### config.mk
export PLATFORM = sky130hd
export DESIGN_NAME = ysyx_exu_csr_ctrl
export DESIGN_NICKNAME = d
export VERILOG_FILES = /design/src/rtl/ysyx_csr_pkg.sv /design/src/rtl/ysyx_csr_alu.sv /design/src/rtl/ysyx_exu_csr_ctrl.sv
export SDC_FILE = /design/constraint.sdc
export NUM_CORES = 1
export LEC_CHECK = 0
export BUFFER_PORTS_ARGS = -buffer_cell sky130_fd_sc_hd__buf_2
export CAP_MARGIN = 20
export CORE_AREA = 2 2 140 142
export CTS_CLUSTER_SIZE = 12
export DETAILED_ROUTE_END_ITERATION = 7
export DIE_AREA = 0 0 142 144
export GPL_TIMING_DRIVEN = 1
export PLACE_DENSITY = 0.86
export SYNTH_ARGS = -nofsm -noshare
export SYNTH_HDL_FRONTEND = slang
export SYNTH_SLANG_ARGS = --single-unit
### constraint.sdc
create_clock -name clk -period 2.1 [get_ports clk]
set_input_delay 0.21 -clock clk [delete_from_list [all_inputs] [get_ports clk]]
set_output_delay 0.21 -clock clk [all_outputs]
set_load 0.005 [all_outputs]
### src/rtl/ysyx_csr_pkg.sv
// rtl/ysyx_csr_pkg.sv - shared CSR addresses, funct3 encodings, FSM states and trap cause
package ysyx_csr_pkg;

    localparam logic [11:0] CSR_MSTATUS   = 12'h300;
    localparam logic [11:0] CSR_MTVEC     = 12'h305;
    localparam logic [11:0] CSR_MEPC      = 12'h341;
    localparam logic [11:0] CSR_MCAUSE    = 12'h342;
    localparam logic [11:0] CSR_MVENDORID = 12'hF11;
    localparam logic [11:0] CSR_MARCHID   = 12'hF12;

    localparam logic [2:0] F3_RW  = 3'b001;
    localparam logic [2:0] F3_RS  = 3'b010;
    localparam logic [2:0] F3_RC  = 3'b011;
    localparam logic [2:0] F3_RWI = 3'b101;
    localparam logic [2:0] F3_RSI = 3'b110;
    localparam logic [2:0] F3_RCI = 3'b111;

    localparam int CAUSE_ECALL_M = 11;

    typedef enum logic [1:0] {
        ST_IDLE  = 2'd0,
        ST_READ  = 2'd1,
        ST_WRITE = 2'd2,
        ST_RESP  = 2'd3
    } csr_state_e;

    function automatic logic csr_is_ro(input logic [11:0] addr);
        return addr[11:10] == 2'b11;
    endfunction

endpackage

### src/rtl/ysyx_csr_alu.sv
// rtl/ysyx_csr_alu.sv - new CSR value and write-suppress flag for Zicsr read-modify-write ops
module ysyx_csr_alu #(
    parameter int XLEN = 32
) (
    input  logic [2:0]      i_op,
    input  logic [XLEN-1:0] i_old,
    input  logic [XLEN-1:0] i_src,
    input  logic [4:0]      i_rs1_idx,
    output logic [XLEN-1:0] o_new,
    output logic            o_suppress
);

    always_comb begin
        o_new = i_old;
        unique case (i_op[1:0])
            2'b01:   o_new = i_src;
            2'b10:   o_new = i_old | i_src;
            2'b11:   o_new = i_old & ~i_src;
            default: o_new = i_old;
        endcase
    end

    // set/clear with x0 or zimm 0 must not write, so side-effecting CSRs stay untouched
    assign o_suppress = i_op[1] && (i_rs1_idx == 5'd0);

endmodule

### src/rtl/ysyx_exu_csr_ctrl.sv
// rtl/ysyx_exu_csr_ctrl.sv - CSR op / ECALL / MRET sequencer in front of the CSR file; YSYX_CSR_BYPASS_EN skips READ
module ysyx_exu_csr_ctrl #(
    parameter int XLEN          = 32,
    parameter int CAUSE_ECALL_M = ysyx_csr_pkg::CAUSE_ECALL_M
) (
    input  logic            clk,
    input  logic            rst,
    input  logic            in_valid,
    output logic            in_ready,
    input  logic [2:0]      in_op,
    input  logic            in_ecall,
    input  logic            in_mret,
    input  logic [11:0]     in_csr,
    input  logic [4:0]      in_rs1_idx,
    input  logic [XLEN-1:0] in_rs1_val,
    input  logic [4:0]      in_rd,
    input  logic [XLEN-1:0] in_pc,
    output logic [11:0]     csr_waddr,
    output logic [11:0]     csr_waddr_add1,
    output logic [XLEN-1:0] csr_wdata,
    output logic [XLEN-1:0] csr_wdata_add1,
    output logic            csr_wen,
    output logic            csr_ecallen,
    output logic            csr_exu_valid,
    input  logic [XLEN-1:0] csr_rdata,
    input  logic [XLEN-1:0] csr_mtvec,
    input  logic [XLEN-1:0] csr_mepc,
    output logic            out_valid,
    input  logic            out_ready,
    output logic [4:0]      out_rd,
    output logic            out_rd_wen,
    output logic [XLEN-1:0] out_rd_wdata,
    output logic            out_redirect,
    output logic [XLEN-1:0] out_npc,
    output logic            out_illegal
);
    import ysyx_csr_pkg::*;

    csr_state_e r_state, w_next;

    logic [2:0]      r_op;
    logic            r_ecall, r_mret, r_illegal, r_redirect;
    logic [11:0]     r_csr;
    logic [4:0]      r_rs1_idx, r_rd;
    logic [XLEN-1:0] r_rs1_val, r_pc, r_old, r_new, r_npc;

    logic [2:0]      w_alu_op;
    logic [4:0]      w_alu_idx;
    logic [XLEN-1:0] w_alu_val, w_src, w_new;
    logic [11:0]     w_alu_csr;
    logic            w_suppress, w_ro, w_do_write, w_illegal, w_accept;

`ifdef YSYX_CSR_BYPASS_EN
    assign w_alu_op  = in_op;
    assign w_alu_idx = in_rs1_idx;
    assign w_alu_val = in_rs1_val;
    assign w_alu_csr = in_csr;
`else
    assign w_alu_op  = r_op;
    assign w_alu_idx = r_rs1_idx;
    assign w_alu_val = r_rs1_val;
    assign w_alu_csr = r_csr;
`endif

    assign w_src      = w_alu_op[2] ? {{(XLEN-5){1'b0}}, w_alu_idx} : w_alu_val;
    assign w_ro       = csr_is_ro(w_alu_csr);
    assign w_do_write = !w_suppress && !w_ro;
    assign w_illegal  = w_ro && !w_suppress;
    assign w_accept   = (r_state == ST_IDLE) && in_valid;

    ysyx_csr_alu #(.XLEN(XLEN)) u_alu (
        .i_op       (w_alu_op),
        .i_old      (csr_rdata),
        .i_src      (w_src),
        .i_rs1_idx  (w_alu_idx),
        .o_new      (w_new),
        .o_suppress (w_suppress)
    );

    always_ff @(posedge clk) begin
        if (!rst) r_state <= ST_IDLE;
        else      r_state <= w_next;
    end

    always_comb begin
        w_next         = r_state;
        in_ready       = 1'b0;
        csr_waddr      = '0;
        csr_waddr_add1 = '0;
        csr_wdata      = '0;
        csr_wdata_add1 = '0;
        csr_wen        = 1'b0;
        csr_ecallen    = 1'b0;
        csr_exu_valid  = 1'b0;
        out_valid      = 1'b0;
        out_rd         = '0;
        out_rd_wen     = 1'b0;
        out_rd_wdata   = '0;
        out_redirect   = 1'b0;
        out_npc        = '0;
        out_illegal    = 1'b0;
        unique case (r_state)
            ST_IDLE: begin
                in_ready = 1'b1;
`ifdef YSYX_CSR_BYPASS_EN
                if (in_valid) csr_waddr = in_csr;
`endif
                if (in_valid) begin
                    if (in_ecall)     w_next = ST_WRITE;
                    else if (in_mret) w_next = ST_RESP;
`ifdef YSYX_CSR_BYPASS_EN
                    else              w_next = w_do_write ? ST_WRITE : ST_RESP;
`else
                    else              w_next = ST_READ;
`endif
                end
            end
            ST_READ: begin
                csr_waddr = r_csr;
                w_next    = w_do_write ? ST_WRITE : ST_RESP;
            end
            ST_WRITE: begin
                csr_wen       = 1'b1;
                csr_exu_valid = 1'b1;
                if (r_ecall) begin
                    csr_ecallen    = 1'b1;
                    csr_waddr      = CSR_MEPC;
                    csr_wdata      = r_pc;
                    csr_waddr_add1 = CSR_MCAUSE;
                    csr_wdata_add1 = XLEN'(CAUSE_ECALL_M);
                end else begin
                    csr_waddr      = r_csr;
                    csr_wdata      = r_new;
                    csr_waddr_add1 = r_csr;
                    csr_wdata_add1 = r_new;
                end
                w_next = ST_RESP;
            end
            ST_RESP: begin
                out_valid    = 1'b1;
                out_rd       = r_rd;
                out_rd_wen   = (r_rd != 5'd0) && !r_ecall && !r_mret && !r_illegal;
                out_rd_wdata = r_old;
                out_redirect = r_redirect;
                out_npc      = r_npc;
                out_illegal  = r_illegal;
                if (out_ready) w_next = ST_IDLE;
            end
            default: w_next = ST_IDLE;
        endcase
    end

    always_ff @(posedge clk) begin
        if (!rst) begin
            r_op       <= '0;
            r_ecall    <= 1'b0;
            r_mret     <= 1'b0;
            r_csr      <= '0;
            r_rs1_idx  <= '0;
            r_rs1_val  <= '0;
            r_rd       <= '0;
            r_pc       <= '0;
            r_old      <= '0;
            r_new      <= '0;
            r_illegal  <= 1'b0;
            r_redirect <= 1'b0;
            r_npc      <= '0;
        end else if (w_accept) begin
            r_op       <= in_op;
            r_ecall    <= in_ecall;
            r_mret     <= in_mret && !in_ecall;
            r_csr      <= in_csr;
            r_rs1_idx  <= in_rs1_idx;
            r_rs1_val  <= in_rs1_val;
            r_rd       <= in_rd;
            r_pc       <= in_pc;
            r_old      <= '0;
            r_new      <= '0;
            r_illegal  <= 1'b0;
            r_redirect <= in_mret && !in_ecall;
            r_npc      <= (in_mret && !in_ecall) ? csr_mepc : '0;
`ifdef YSYX_CSR_BYPASS_EN
            if (!in_ecall && !in_mret) begin
                r_old     <= csr_rdata;
                r_new     <= w_new;
                r_illegal <= w_illegal;
            end
`endif
        end else if (r_state == ST_READ) begin
            r_old     <= csr_rdata;
            r_new     <= w_new;
            r_illegal <= w_illegal;
        end else if (r_state == ST_WRITE && r_ecall) begin
            // trap target follows mtvec as seen during the trap-entry write
            r_redirect <= 1'b1;
            r_npc      <= csr_mtvec;
        end
    end

endmodule
==> run_results.csv, run 1 <==
group,metric,value,unit
power_and_ir_drop,switching_power,0.00459,W
detailed_routing,vias_per_cell,5.43,
cells_and_area,fill_cells,1615,
power_and_ir_drop,clock_power_share,0.264,
placement,dpl_cell_area,11300,µm²
power_and_ir_drop,p_int,0.00819,W
critical_path,crit_chain,"ha_2 -> inv_1 -> or4_1 -> a21oi_2 -> buf_2",
power_and_ir_drop,seqPwrFrac,0.385,
timing,setup_violations,0,
timing,max_slew.worst_pin.slew,0.743,ns
critical_path,critPathCaptureType,"output port",
timing,finalHoldViolations,0,
timing,whs,0.0177,ns
clock_network,root_buffer,"clkbuf_16",
die,core_area,19100,µm²
global_routing,grt_max_degree,73,
timing,skew,0.00738,ns
die,rows,51,
synthesis,synth_ff_type,"dfxtp_1",
global_routing,grt.overflow.total,0,
synthesis,synth_area_leaders,"dfxtp_1 41%, and2_1 7.8%, nand2_1 7.7%, mux2i_1 7.1%, a21oi_1 6.2%",
timing,max_freq,494,MHz
critical_path,arrival,1.81,ns
placement,port_buffers,355,
synthesis,yosysUniqueCellTypes,39,
clock_network,clk_path_buf_depth,2,
detailed_routing,wl_per_cell,17.2,µm
cells_and_area,area_growth,28.8,%
clock_network,cts_setup_buffers,0,
synthesis,ys_async_sr_fraction,0,
timing,min_period,2.02,ns
synthesis,syn-num-nets,1349,
cells_and_area,drive_gt1_frac,0.296,
synthesis,synth-seq-area-share,0.409,
synthesis,synth_top_area_frac,0.409,
cells_and_area,finish.instance_area,12000,µm²
critical_path,worst_path_max_delay_cell,"or4_1",
global_routing,grt_pass1_wl,44.9,mm
status,status,"completed",
cells_and_area,final_common_cell,"buf_2",
cells_and_area,nets,1663,
power_and_ir_drop,p_comb_frac,0.350,
power_and_ir_drop,switching_share,0.359,
global_routing,track_usage,0.282,
power_and_ir_drop,vdd_ir_drop_max,0.876,mV
placement,hpwl,21.0,mm
hold_path,hold_depth,3,
critical_path,crit_path_max_fanout,4,
synthesis,ys_warn_count,0,
hold_path,hold_path.class,"in2reg",
synthesis,synth_seq_cells,191,
power_and_ir_drop,power_leakage,5.47,nW
critical_path,worst-r2r-cell-count,6,
flow_run,maxCapViolCount,0,
timing,min_period_over_period,0.963,
cells_and_area,layout_common_cells,"355 x buf_2, 192 x nand2_1, 188 x dfxtp_1, 116 x and2_1, 114 x a21oi_1",
critical_path,startpoint_type,"flop",
timing,drv_slew,0,
detailed_routing,dr.pass1.iters,5,
power_and_ir_drop,p_per_area,1060,nW/µm²
global_routing,grt_pass1_vias,8701,
timing,slew_headroom,0.504,
detailed_routing,vias,9332,
cells_and_area,fin_util,0.631,
die,dieWidth,142,µm
clock_network,tritoncts,"built",
clock_network,worst_skew_pair.late_latency,0.43,ns
clock_network,clkSlewWorstSetupHoldPaths,0.07,ns
synthesis,synthCells,1152,
die,die_h,144,µm
timing,rsz0062_at_grt,"yes",
placement,place_congestion,0.814,
clock_network,htreeDepth,4,
synthesis,avgSynthCellArea,8.12,µm²
detailed_routing,ant_nets,0,
die,dieArea,20400,µm²
synthesis,syn_area,9350,µm²
die,initial_core_util,0.490,
clock_network,numCtsBuffers,17,
detailed_routing,drt_iter0_drc,474,
clock_network,cts_sinks,191,
die,top_level_ports,356,
synthesis,synth_largest_area_cell,"dfxtp_1",
critical_path,crit_required,1.89,ns
critical_path,critPathKind,"reg2out",
detailed_routing,drc_errors,0,
critical_path,slowest_delay,0.47,ns
synthesis,synth_edf_count,0,
global_routing,antenna_found_initial,4,
detailed_routing,wirelength,29.6,mm
metal layers:
layer,up-vias,GRT usage,part of all wire
li1,4528,-,-
met1,4376,0.328,0.40
met2,374,0.505,0.50
met3,52,0.0546,0.063
met4,2,0.127,0.029
met5,-,0,0.00044
area by class of cell:
class	count	area, µm²	area share
flip-flops and latches	191	3830	0.318
multi-input cells	855	5100	0.424
diodes	4	10.0	0.000831
clock buffers	20	457	0.0379
clock inverters	11	154	0.0128
repair buffers	391	2160	0.179
inverters	10	37.5	0.00312
well taps	238	298	0.0247
power by group through the flow:
stage	Sequential (W)	Combinational [W]	Clock (W)
floorplan	0.00477	0.00308	0
global placement	0.00494	0.00425	0
detailed placement	0.00498	0.00437	0
CTS	0.00491	0.00445	0.00343
global route	0.00501	0.00497	0.00358
finish	0.00492	0.00448	0.00338
flip-flops by register name (all words and copies together), names as in the netlist:
signal / count
r_mret: 1
r_old: 32
r_op: 3
r_csr: 12
r_pc: 32
r_new: 32
r_rs1_idx: 5
r_redirect: 1
r_rs1_val: 32
r_ecall: 1
r_rd: 5
r_npc: 32
r_state: 2
r_illegal: 1
cells in the mapped netlist, types with 2 or more instances:
| cell | instances |
|---|---|
| a21o_1 | 6 |
| buf_4 | 5 |
| nand2_1 | 193 |
| mux2i_1 | 66 |
| nor2_1 | 63 |
| o21ai_1 | 24 |
| o22ai_1 | 6 |
| dfxtp_1 | 191 |
| buf_2 | 33 |
| a21boi_0 | 72 |
| clkbuf_1 | 51 |
| a211oi_1 | 5 |
| a211o_1 | 27 |
| nand2b_1 | 3 |
| and2_1 | 117 |
| a21oi_1 | 116 |
| inv_1 | 9 |
| a22oi_1 | 32 |
| o21a_1 | 8 |
| buf_6 | 5 |
| buf_1 | 2 |
| ha_1 | 6 |
| o21ai_0 | 39 |
| nor2b_1 | 58 |
path summary, 6_finish.rpt:
check / end / slack [ns] / from
setup / recovery: out_rd_wen / 0.08 / r_state[0]$_SDFFE_PN0P_
hold / removal: r_pc[9]$_SDFFE_PN0N_ / 0.02 / in_pc[9]
setup reg to reg: r_npc[6]$_SDFFE_PN0P_ / 0.27 / r_state[1]$_SDFFE_PN0P_
hold reg to reg: r_pc[7]$_SDFFE_PN0N_ / 0.46 / r_pc[7]$_SDFFE_PN0N_
through the flow:
step / total power (W) / cells / TNS (ns) / setup WS (ns)
floorplan: 0.00785 / 1152 / 0 / 0.375
finish: 0.0128 / 1720 / 0 / 0.0769
global placement: 0.00919 / 1680 / 0 / 0.239
global route: 0.0136 / 1719 / -0.459 / -0.0411
CTS: 0.0128 / 1716 / 0 / 0.0406
detailed placement: 0.00935 / 1680 / 0 / 0.133
kinds of logic (layout without fill, tap and decap cells):
family                     after synthesis  after routing  share of synthesized area
AOI/OAI and AO/OA                      341            341                      0.231
xor gates and xnor gates                 1              1                   0.000937
adders and majority gates                6              6                    0.00803
buffers and inverters                  106            432                     0.0530
DFF                                    191            191                      0.409
muxes                                   66             66                     0.0706
other                                    0              4                          0
and+or+nand+nor                        441            441                      0.228
worst max-delay path: cells and delay by family, from the launching register on:
kind	cells	cell delay, ns
AOI/OAI and AO/OA	1	0.12
DFF	1	0.39
and+or+nand+nor	1	0.47
buffers and inverters	2	0.17
adders and majority gates	1	0.23
timing repair:
item / in CTS / in global routing
hold buffers: 5 / 0
hold endpoints to repair: 5 / 0
resized for setup: 13 / 8
setup endpoints to repair: 53 / 14
Note: power is estimated with default switching activity, not from simulation.
==> run 2: changes to the inputs <==
- CELL_PAD_IN_SITES_DETAIL_PLACEMENT: unset -> 1
- CELL_PAD_IN_SITES_GLOBAL_PLACEMENT: unset -> 1
- CORE_AREA: 2 2 140 142 -> 2 2 167 169
- DIE_AREA: 0 0 142 144 -> 0 0 169 171
- GPL_TIMING_DRIVEN: 1 -> unset
- PLACE_DENSITY: 0.86 -> 0.84
==> run 2 against run 1 <==
Net effect: power up 4.6%; worst setup slack got worse by 0.016 ns; largest cell class unchanged; clock power increased by 2%.
==> run_results.csv, run 2 (synthesis results as in run 1) <==
group,metric,value,unit
die,core_area,27300,µm²
detailed_routing,vias,9454,
power_and_ir_drop,seqPwrFrac,0.370,
timing,min_period,2.04,ns
die,die_h,171,µm
clock_network,clkSlewWorstSetupHoldPaths,0.08,ns
die,dieArea,28900,µm²
timing,skew,0.0187,ns
cells_and_area,nets,1673,
status,status,"completed",
power_and_ir_drop,clock_power_share,0.257,
detailed_routing,dr.pass1.iters,4,
power_and_ir_drop,vdd_ir_drop_max,0.414,mV
timing,rsz0062_at_grt,"yes",
detailed_routing,drc_errors,0,
hold_path,hold_path.class,"in2reg",
global_routing,grt_max_degree,66,
flow_run,maxCapViolCount,0,
timing,setup_violations,0,
timing,min_period_over_period,0.971,
clock_network,cts_sinks,191,
placement,preCtsSetupSlack,0.115,ns
detailed_routing,vias_per_cell,5.14,
critical_path,critPathCaptureType,"output port",
timing,drv_slew,0,
clock_network,worst_skew_pair.late_latency,0.44,ns
detailed_routing,wl_per_cell,19.3,µm
timing,max_freq,490,MHz
cells_and_area,area_growth,32.7,%
die,top_level_ports,356,
die,dieWidth,169,µm
clock_network,root_buffer,"clkbuf_16",
timing,finalHoldViolations,0,
clock_network,numCtsBuffers,17,
detailed_routing,wirelength,35.5,mm
clock_network,clk_path_buf_depth,2,
timing,finalWorstSetupSlack,0.0605,ns
placement,hpwl,25.1,mm
power_and_ir_drop,p_comb_frac,0.372,
timing,slew_headroom,0.663,
power_and_ir_drop,p_int,0.00831,W
power_and_ir_drop,p_per_area,1080,nW/µm²
cells_and_area,layout_common_cells,"354 x buf_2, 192 x nand2_1, 187 x dfxtp_1, 116 x and2_1, 115 x a21oi_1",
global_routing,antenna_found_initial,6,
cells_and_area,drive_gt1_frac,0.300,
detailed_routing,drt_iter0_drc,413,
critical_path,crit_required,1.89,ns
critical_path,crit_path_max_fanout,5,
global_routing,grt.overflow.total,0,
power_and_ir_drop,switching_share,0.379,
power_and_ir_drop,switching_power,0.00507,W
placement,place_congestion,0.788,
global_routing,grt_pass1_wl,52.7,mm
timing,max_slew.worst_pin.slew,0.506,ns
global_routing,track_usage,0.235,
global_routing,grt_pass1_vias,9629,
detailed_routing,ant_nets,0,
die,initial_core_util,0.342,
cells_and_area,finish.instance_area,12400,µm²
critical_path,startpoint_type,"flop",
critical_path,critPathKind,"reg2out",
placement,dpl_cell_area,11600,µm²
cells_and_area,final_common_cell,"buf_2",
die,rows,61,
critical_path,arrival,1.83,ns
clock_network,htreeDepth,4,
clock_network,tritoncts,"built",
power_and_ir_drop,power_leakage,5.57,nW
placement,port_buffers,355,
run 2: final timing paths:
path | startpoint | end | slack, ns | cells after the start
max | r_state[0]$_SDFFE_PN0P_ | csr_waddr_add1[4] | 0.06 | 7
min reg2reg | r_pc[16]$_SDFFE_PN0N_ | r_pc[16]$_SDFFE_PN0N_ | 0.46 | 2
min | in_csr[0] | r_csr[0]$_SDFFE_PN0N_ | 0.009 | 3
max reg2reg | r_state[1]$_SDFFE_PN0P_ | r_npc[28]$_SDFFE_PN0P_ | 0.17 | 7
run 2: worst max-delay path: stages (launching register included):
cell	delay, ns
dfxtp_4	0.37
inv_6	0.08
ha_4	0.17
nor2b_4	0.23
buf_12	0.15
clkbuf_16	0.16
and2_1	0.13
buf_2	0.10
run 2: area by class of cell:
type	count	area, µm²
fill	3371	14900
multi-input combinational	855	5090
sequential	191	3830
timing repair buffer	401	2380
tap	346	433
clock buffer	17	425
clock inverter	15	194
inverter	10	42.5
antenna	3	7.51
run 2: power groups by stage:
stage	sequential (W)	combinational (W)	clock (W)
finish	0.00495	0.00498	0.00344
global route	0.00504	0.00548	0.00367
CTS	0.00494	0.00487	0.00352
detailed placement	0.00501	0.00471	0
global placement	0.00497	0.00453	0
floorplan	0.00477	0.00308	0
run 2: metrics by stage:
step | power, W | util | cells | TNS [ns] | hold slack [ns]
floorplan | 0.00785 | - | 1152 | 0 | 0.346
global placement | 0.00950 | 0.424 | 1792 | 0 | 0.443
detailed placement | 0.00973 | 0.424 | 1792 | 0 | 0.450
CTS | 0.0133 | 0.451 | 1831 | -0.933 | 0.00104
global route | 0.0142 | 0.454 | 1837 | -0.0812 | 0.00593
finish | 0.0134 | 0.454 | 1838 | 0 | 0.00850
run 2: what timing repair did:
| item | in CTS | in global routing |
|---|---|---|
| hold endpoints to repair | 6 | 0 |
| resized for setup | 7 | 7 |
| buffers inserted | 0 | 2 |
| cloned | 1 | 2 |
| hold buffers | 6 | 0 |
| pin swaps | 0 | 0 |
| endpoints found under the setup margin | 87 | 35 |
run 2: per-layer routing:
metal / up-vias / track usage / routed length [µm]
li1: 4550 / - / -
met1: 4550 / 0.278 / 14800
met4: 2 / 0.0803 / 705
met2: 312 / 0.425 / 17700
met3: 40 / 0.0472 / 2220
met5: - / 0 / 11
==> run 3: changes to the inputs <==
- ABC_AREA: unset -> 1
- CELL_PAD_IN_SITES_DETAIL_PLACEMENT: 1 -> unset
- CELL_PAD_IN_SITES_GLOBAL_PLACEMENT: 1 -> unset
- CORE_AREA: 2 2 167 169 -> 2 2 140 142
- DIE_AREA: 0 0 169 171 -> 0 0 142 144
==> run 3 against run 2 <==
Net effect: global-route usage rose by 4.8 points; non-clock buffer count fell by 12; worst hold slack improved by 0.024 ns; final cell count rose by 7.1%; synthesized area fell by 2.9%; sequential share of layout area rose by 1.7 points; die area fell by 29%; core utilization rose by 16 points; synthesized cell count rose by 22%; count of clock-buffer cells in the layout rose by 2; fmax barely moved.
==> run_results.csv, run 3 <==
group,metric,value,unit
critical_path,critPathCaptureType,"output port",
timing,finalHoldViolations,0,
die,top_level_ports,356,
synthesis,synth-seq-area-share,0.421,
placement,port_buffers,355,
critical_path,worst-r2r-cell-count,6,
critical_path,worst_path_max_delay_cell,"dfxtp_4",
clock_network,cts_sinks,191,
global_routing,grt.overflow.total,0,
clock_network,htreeDepth,4,
synthesis,synthCells,1408,
detailed_routing,wirelength,30.8,mm
critical_path,crit_chain,"inv_6 -> ha_4 -> nand2_2 -> clkinvlp_4 -> buf_12 -> clkbuf_16 -> nand2_1 -> o21ai_0 -> buf_2",
detailed_routing,ant_nets,0,
flow_run,maxCapViolCount,0,
timing,slew_headroom,0.587,
critical_path,cp_top_family,"buffers and inverters",
placement,place_congestion,0.882,
cells_and_area,nets,1913,
cells_and_area,drive_gt1_frac,0.257,
synthesis,avgSynthCellArea,6.45,µm²
die,dieWidth,142,µm
critical_path,crit_required,1.89,ns
synthesis,synth_seq_cells,191,
clock_network,numCtsBuffers,17,
hold_path,hp-start,"csr_rdata[26]",
synthesis,synth_area_leaders,"dfxtp_1 42%, nand2_1 11%, nor2_1 11%, o21ai_0 10%, a21oi_1 8.8%",
timing,max_slew.worst_pin.slew,0.620,ns
detailed_routing,vias_per_cell,5.19,
critical_path,reg2reg_from,"r_state[1]$_SDFFE_PN0P_",
synthesis,yosysUniqueCellTypes,25,
detailed_routing,drc_errors,0,
placement,place_inst,1928,
timing,setup_violations,0,
critical_path,r2r_slack,0.21,ns
detailed_routing,wl_per_cell,15.6,µm
synthesis,synth_edf_count,0,
critical_path,crit_path_max_fanout,9,
cells_and_area,final_common_cell,"buf_2",
timing,min_period,2.04,ns
die,initial_core_util,0.476,
die,die_h,144,µm
clock_network,clk_path_buf_depth,2,
clock_network,worst_skew_pair.late_latency,0.43,ns
clock_network,tritoncts,"built",
timing,drv_slew,0,
synthesis,syn-num-nets,1605,
cells_and_area,area_growth,29.6,%
cells_and_area,fill_cells,1737,
detailed_routing,drt_iter0_drc,722,
critical_path,r2r-end,"r_new[5]$_SDFFE_PP0N_",
power_and_ir_drop,seqPwrFrac,0.369,
synthesis,ys_warn_count,0,
power_and_ir_drop,clock_power_share,0.224,
detailed_routing,vias,10212,
timing,finalWorstSetupSlack,0.0586,ns
synthesis,syn_area,9080,µm²
power_and_ir_drop,p_per_area,1210,nW/µm²
timing,rsz0062_at_grt,"yes",
detailed_routing,dr.pass1.iters,6,
synthesis,ys_async_sr_fraction,0,
global_routing,grt_pass1_vias,8786,
status,status,"completed",
power_and_ir_drop,switching_power,0.00580,W
hold_path,hold_path_end,"r_new[26]$_SDFFE_PP0N_",
hold_path,hold_path.class,"in2reg",
power_and_ir_drop,p_int,0.00837,W
cells_and_area,layout_common_cells,"354 x buf_2, 278 x nand2_1, 257 x nor2_1, 189 x dfxtp_1, 175 x o21ai_0",
placement,preCtsSetupSlack,-0.0541,ns
die,core_area,19100,µm²
clock_network,root_buffer,"clkbuf_16",
synthesis,synth_top_area_frac,0.421,
power_and_ir_drop,vdd_ir_drop_max,0.667,mV
power_and_ir_drop,power_leakage,6.09,nW
critical_path,slowest_delay,0.39,ns
critical_path,critPathKind,"reg2out",
global_routing,grt_pass1_wl,45.2,mm
placement,hpwl,22.1,mm
die,rows,51,
global_routing,track_usage,0.284,
die,dieArea,20400,µm²
global_routing,antenna_found_initial,2,
critical_path,arrival,1.83,ns
hold_path,hold_depth,3,
synthesis,synth_largest_area_cell,"dfxtp_1",
synthesis,synth_ff_type,"dfxtp_1",
timing,tns,0,ns
synthesis,yosysMostFrequentCell,"nand2_1",
critical_path,startpoint_type,"flop",
clock_network,clkSlewWorstSetupHoldPaths,0.07,ns
cells_and_area,layoutNonFillerInstCount,1968,
timing,max_freq,490,MHz
timing,skew,0.0111,ns
synthesis,synthTopCellsByCount,"278 x nand2_1, 258 x nor2_1, 191 x dfxtp_1, 187 x o21ai_0, 165 x inv_1",
critical_path,critPathBufInv,5,
global_routing,grt_max_degree,76,
power_and_ir_drop,p_comb_frac,0.407,
timing,min_period_over_period,0.972,
power_and_ir_drop,switching_share,0.409,
[run 3: cell count changes after synthesis, sizes merged, moves of 58 or more]
cell	delta
nand2	+89
mux2i	-66
nor2b	-58
nor2	+193
a21boi	-73
and2	-117
o21ai	+154
inv	+161
[run 3: worst max path at each step]
stage	start	endpoint	slack [ns]	cells past startpoint
6_report	r_state[0]$_SDFFE_PN0P_	csr_wdata[5]	0.06	9
3_3_place_gp	r_state[0]$_SDFFE_PN0P_	csr_wdata[18]	0.05	8
4_1_cts	r_state[0]$_SDFFE_PN0P_	csr_wdata[30]	-0.04	8
3_5_place_dp	r_state[0]$_SDFFE_PN0P_	csr_wdata[18]	-0.05	8
2_1_floorplan	r_state[0]$_SDFFE_PN0P_	csr_wdata[28]	0.44	8
5_1_grt	r_state[1]$_SDFFE_PN0P_	csr_waddr[11]	-0.03	6
[run 3: what timing repair did]
item / in CTS / in global routing
gates cloned: 0 / 2
hold endpoints to repair: 0 / 0
hold buffers: 0 / 0
buffers inserted: 0 / 5
pin swaps: 0 / 2
gates resized for setup: 11 / 20
endpoints found under the setup margin: 78 / 73
[run 3: power by group through the flow]
stage | logic, W | clock network, W | registers, W
after floorplan | 0.00376 | 0 | 0.00508
after global placement | 0.00519 | 0 | 0.00523
final | 0.00577 | 0.00318 | 0.00523
after global routing | 0.00640 | 0.00337 | 0.00533
after detailed placement | 0.00533 | 0 | 0.00526
after CTS | 0.00541 | 0.00322 | 0.00520
[run 3: kinds of logic (layout without fill, tap and decap cells)]
| group | Yosys count | after routing | synth area share |
|---|---|---|---|
| other | 0 | 1 | 0 |
| and+or+nand+nor | 558 | 558 | 0.235 |
| adders and majority gates | 6 | 6 | 0.00827 |
| buffers and inverters | 270 | 591 | 0.122 |
| DFF | 191 | 191 | 0.421 |
| AOI/OAI and AO/OA | 383 | 383 | 0.213 |
[run 3: metal layers]
layer,part of all wire,vias to the layer above,global-route usage
met3,0.087,62,0.0629
li1,-,5036,-
met1,0.38,4591,0.335
met5,0.00081,-,0
met2,0.49,519,0.484
met4,0.040,4,0.151
[run 3: layout make-up]
type	count	area (µm²)	area share
Inverter	170	653	0.0555
Clock buffer	19	443	0.0377
Sequential cell	191	3830	0.326
Tap cell	238	298	0.0253
Antenna cell	1	2.50	0.000213
Timing Repair Buffer	389	2200	0.187
Multi-Input combinational cell	947	4210	0.358
Clock inverter	13	126	0.0107
[run 3: per-stage QoR]
step	hold WS (ns)	power, W	area, µm²	util
floorplan	0.348	0.00884	9080	-
global placement	0.447	0.0104	11000	0.577
detailed placement	0.452	0.0106	11000	0.577
CTS	0.0214	0.0138	11600	0.608
global route	0.0278	0.0151	11800	0.616
finish	0.0329	0.0142	11800	0.616
[run 3: worst reg2reg max path, stage by stage, from the launching register on]
cell and delay (ns):
dfxtp_2 0.35, inv_1 0.18, ha_2 0.32, buf_4 0.44
o21ai_0 0.18, a21oi_1 0.25, nor2_1 0.07
